### config.mk
export PLATFORM = sky130hd
export DESIGN_NAME = alu_pipe
export DESIGN_NICKNAME = d
export VERILOG_FILES = /design/src/rtl/alu_pipe.sv
export SDC_FILE = /design/constraint.sdc
export NUM_CORES = 1
export LEC_CHECK = 0
export BUFFER_PORTS_ARGS = -buffer_cell sky130_fd_sc_hd__buf_2
export CAP_MARGIN = 5
export CORE_MARGIN = 3
export CORE_UTILIZATION = 60
export CTS_BUF_LIST = sky130_fd_sc_hd__clkbuf_16
export DETAILED_ROUTE_END_ITERATION = 6
export PLACE_DENSITY = 0.91
export RECOVER_POWER = 50
export SETUP_SLACK_MARGIN = 0.1
export SYNTH_ARGS = -nofsm -noshare
export SYNTH_HDL_FRONTEND = slang
export SYNTH_SLANG_ARGS = --single-unit
export TNS_END_PERCENT = 30
### constraint.sdc
create_clock -name clk_i -period 2.6 [get_ports clk_i]
set_input_delay 0.26 -clock clk_i [delete_from_list [all_inputs] [get_ports clk_i]]
set_output_delay 0.26 -clock clk_i [all_outputs]
set_load 0.02 [all_outputs]
### src/rtl/alu_pipe.sv
// rtl/alu_pipe.sv - pipelined ALU with valid/ready input and valid/yumi output handshake
// Build option: ALU_PIPE_SAT_EN makes add/sub saturate instead of wrapping.
module alu_pipe #(
   parameter int width_p   = 8,
   parameter int latency_p = 2
) (
   input  logic               clk_i,
   input  logic               reset_n_i,
   input  logic               v_i,
   output logic               ready_o,
   input  logic [2:0]         sel_i,
   input  logic [width_p-1:0] a_i,
   input  logic [width_p-1:0] b_i,
   output logic               v_o,
   input  logic               yumi_i,
   output logic [width_p-1:0] res_o,
   output logic               carry_o,
   output logic               zero_o
);

   localparam int sh_w_lp = $clog2(width_p);

   logic [width_p:0]     add_w;
   logic [width_p:0]     sub_w;
   logic [sh_w_lp-1:0]   shamt;
   logic [width_p-1:0]   alu_res;
   logic                 alu_carry;
   logic                 alu_zero;

   logic [latency_p-1:0] valid_q;
   logic [latency_p-1:0] carry_q;
   logic [latency_p-1:0] zero_q;
   logic [width_p-1:0]   res_q [latency_p];
   logic [latency_p-1:0] stage_rdy;
   logic                 all_full;

   always_comb begin
      add_w     = {1'b0, a_i} + {1'b0, b_i};
      sub_w     = {1'b0, a_i} - {1'b0, b_i};
      shamt     = b_i[sh_w_lp-1:0];
      alu_res   = '0;
      alu_carry = 1'b0;
      case (sel_i)
         3'b000: begin
            alu_carry = add_w[width_p];
`ifdef ALU_PIPE_SAT_EN
            alu_res   = add_w[width_p] ? '1 : add_w[width_p-1:0];
`else
            alu_res   = add_w[width_p-1:0];
`endif
         end
         3'b001: begin
            // the extra top bit of the widened difference is the borrow
            alu_carry = sub_w[width_p];
`ifdef ALU_PIPE_SAT_EN
            alu_res   = sub_w[width_p] ? '0 : sub_w[width_p-1:0];
`else
            alu_res   = sub_w[width_p-1:0];
`endif
         end
         3'b010:  alu_res = a_i & b_i;
         3'b011:  alu_res = a_i | b_i;
         3'b100:  alu_res = a_i ^ b_i;
         3'b101:  alu_res = a_i << shamt;
         3'b110:  alu_res = a_i >> shamt;
         default: alu_res = {{(width_p-1){1'b0}}, (a_i < b_i)};
      endcase
      alu_zero = (alu_res == '0);
   end

   // A stage may load when some stage at or after it is empty, or the output is taken.
   always_comb begin
      stage_rdy = '0;
      all_full  = 1'b1;
      for (int i = 0; i < latency_p; i++) begin
         all_full = 1'b1;
         for (int j = i; j < latency_p; j++) begin
            all_full = all_full & valid_q[j];
         end
         stage_rdy[i] = ~all_full | yumi_i;
      end
   end

   always_ff @(posedge clk_i or negedge reset_n_i) begin
      if (!reset_n_i) begin
         valid_q <= '0;
         carry_q <= '0;
         zero_q  <= '0;
         for (int i = 0; i < latency_p; i++) begin
            res_q[i] <= '0;
         end
      end else begin
         if (stage_rdy[0]) begin
            valid_q[0] <= v_i;
            if (v_i) begin
               res_q[0]   <= alu_res;
               carry_q[0] <= alu_carry;
               zero_q[0]  <= alu_zero;
            end
         end
         // data registers only load real ops, so the output holds its last result while idle
         for (int i = 1; i < latency_p; i++) begin
            if (stage_rdy[i]) begin
               valid_q[i] <= valid_q[i-1];
               if (valid_q[i-1]) begin
                  res_q[i]   <= res_q[i-1];
                  carry_q[i] <= carry_q[i-1];
                  zero_q[i]  <= zero_q[i-1];
               end
            end
         end
      end
   end

   assign ready_o = stage_rdy[0];
   assign v_o     = valid_q[latency_p-1];
   assign res_o   = res_q[latency_p-1];
   assign carry_o = carry_q[latency_p-1];
   assign zero_o  = zero_q[latency_p-1];

endmodule
==> impl_metrics.csv <==
group,metric,value,unit
finish,final_common_cell,"buf_2",
pwr,vdd.ir_drop.worst,0.4297,mV
min_path,holdPathEnd,"valid_q[0]",
clocking,clock_path_buffers,2,
routing,wl,7846,um
min_path,holdPathStages,2,
timing,holdWs,0.2355,ns
clocking,cts.sinks,22,
die,initial_core_util,63.95,%
finish,layout-drive-gt1-share,27.84,%
synth,avgSynthCellArea,9.113,sq um
clocking,insertion_delay,0.25,ns
routing,num_vias,2745,
synth,yosysSeqAreaShare,19.24,%
synth,synth-main-ff-cell,"dfrtp_1",
clocking,cts_tree,"done",
setup_path,ff2ff_setup_slack,0.84,ns
placed_design,numPlacedInstances,399,
timing,worst_pin_slew,1.157,ns
flow_run,maxCapViolations,0,
setup_path,cp.arrival,2.56,ns
routing,post_drt_via_cell_ratio,6.795,
die,core,0.004474,sq mm
synth,synthTopCellsByArea,"dfrtp_1 (19%), ha_1 (11%), mux4_2 (6.3%)",
synth,ys_ff_latch,22,
finish,final_cell_mix,"buf_2 (29), buf_4 (26), ha_1 (25), inv_1 (23), dfrtp_1 (22)",
synth,synth_top_area_cell,"dfrtp_1",
finish,nNetsFinal,403,
routing,drtPass1Iterations,5,
placed_design,dpl.hpwl,5814,um
synth,synth_cells,314,
pwr,p_leak,1.445,nW
grt,grt_max_degree,30,
synth,netlist_area,0.002861,sq mm
timing,fin_crit,2.410,ns
finish,final_cells,404,
clocking,htree_levels,1,
synth,ys_types,71,
timing,hold_viol_final,0,
timing,clock.fmax,414.9,MHz
clocking,clkSlewWorstSetupHoldPaths,0.06,ns
die,pin_count,35,
synth,synth_top_cell_area_share,19.24,%
die,die_h,75.06,um
die,fp.dieArea,0.005634,sq mm
routing,drt_iter0_markers,316,
finish,fin_area,0.003229,sq mm
pwr,p_per_area,467.2,mW/mm^2
routing,drc,0,
synth,ys_async_sr_fraction,100.0,%
finish,synthToLayoutAreaGrowth,12.86,%
timing,fin_crit_sh,92.71,%
synth,synth_edf_count,0,
routing,wire_per_inst,19.42,um
synth,synth_nets,364,
setup_path,cp-end-kind,"flop",
clocking,numCtsBuffers,3,
setup_path,critPathLaunchType,"primary input",
setup_path,crit_type,"primary input to flop",
setup_path,cp.required,2.75,ns
clocking,ctsRootBufferMaster,"clkbuf_16",
min_path,hold_class,"primary input to flop",
die,rows,24,
grt,antenna_found_initial,0,
outcome,status,"complete, no violations",
setup_path,r2r-end,"zero_q[0]",
setup_path,critPathMaxFanout,2,
setup_path,r2r_start,"valid_q[1]",
grt,overflow,0,
synth,yosys_warnings,0,
die,die_w,75.06,um
placed_design,dpl_cell_area,0.003085,sq mm
timing,skew,0.004486,ns
timing,relSlewSlack,22.84,%
routing,ant_nets,0,
setup_path,worst_r2r_path_depth,7,
timing,finalSetupViolCount,0,
finish,n_antenna_cell,0,
timing,rsz0062_at_grt,"false",
placed_design,port_buffers,34,
grt,grt_pass1_wl,12570,um
timing,maxSlewViolCount,0,
min_path,min-delay-start,"v_i",
grt,grtUsageTotal,28.66,%
placed_design,gp_congestion,0.9678,
grt,first_global_vias,2678,
-- per-layer routing --
metal	global-route usage, %	share of wire [%]	vias to the layer above	wire (um)
met5	0	0	-	0
met4	8.893	2.4	0	186
met3	5.207	8.3	23	653
met2	49.03	49	160	3844
met1	36.58	40	1313	3162
li1	-	-	1249	-
-- worst max path at each step --
stage                       from         to  depth (start not counted)
after floorplan           a_i[0]  zero_q[0]                          9
after global placement    a_i[0]  zero_q[0]                         10
after detailed placement  a_i[0]  zero_q[0]                         10
after CTS                 a_i[0]  zero_q[0]                         10
after global routing      b_i[0]  zero_q[0]                         10
final                     a_i[0]  zero_q[0]                         10
-- synth_stat cells (3+ instances only) --
cell type,count
ha_1,25
inv_1,23
dfrtp_1,22
nand2_1,19
nor2_1,18
o21ai_0,14
mux2_2,13
a21oi_1,11
nor2b_1,11
buf_4,10
mux4_2,8
nand3_1,8
mux2i_1,7
nand2b_1,7
o211ai_1,7
buf_2,6
nor3b_1,6
a211oi_1,5
a22oi_1,4
buf_6,4
nand4_1,4
nor4bb_1,4
a22o_1,3
nand3b_1,3
nor3_1,3
nor4b_1,3
o2111ai_1,3
-- sequential cells by signal, summed over array words and instances, names as in the netlist --
register  flops
zero_q        2
carry_q       2
valid_q       2
res_q         8
res_o         8
-- logic make-up after synthesis --
family	share of synthesized area (%)
and+or+nand+nor	21.86
AOI/OAI and AO/OA	19.33
adders and majority gates	12.33
buffers and inverters	10.23
xor gates and xnor gates	0.9184
DFF	19.24
muxes	16.09
-- what timing repair did --
item                                    4_1_cts  5_1_grt
resized for setup                             2        5
hold buffers                                  1        0
buffers inserted                              0        0
endpoints found under the setup margin        1        2
hold endpoints to repair                     22        0
-- critical path: stages --
cell and delay [ns]:
buf_2 0.09, inv_1 0.05, ha_1 0.23, fa_2 0.36, or2_2 0.33, a211oi_4 0.22, mux2_2 0.37, a21oi_2 0.17
o2111ai_1 0.14, o41ai_2 0.36
-- where the power goes --
part | internal, mW | total, mW | switching (mW)
clock | 0.306 | 0.427 | 0.122
sequential | 0.414 | 0.455 | 0.0409
combinational | 0.266 | 0.627 | 0.361
total | 0.986 | 1.51 | 0.523
-- area by class of cell --
| cell class | instances | area (sq um) |
|---|---|---|
| Clock buffer | 3 | 75.07 |
| Clock inverter | 1 | 30.03 |
| Fill cell | 350 | 1245 |
| Inverter | 23 | 86.33 |
| Multi-Input combinational cell | 242 | 2053 |
| Sequential cell | 22 | 550.5 |
| Tap cell | 52 | 65.06 |
| Timing Repair Buffer | 61 | 369.1 |
-- metrics by stage --
stage | setup TNS (ns) | total power, mW | worst slack (ns) | utilization, %
finish | 0 | 1.509 | 0.1896 | 72.18
floorplan | 0 | 0.9123 | 0.1120 | -
CTS | 0 | 1.502 | 0.1365 | 71.73
global placement | -0.1251 | 1.036 | -0.1251 | 68.96
global route | 0 | 1.584 | 0.1253 | 72.18
detailed placement | -0.2377 | 1.064 | -0.2377 | 68.96
(Power assumes the default switching activity.)
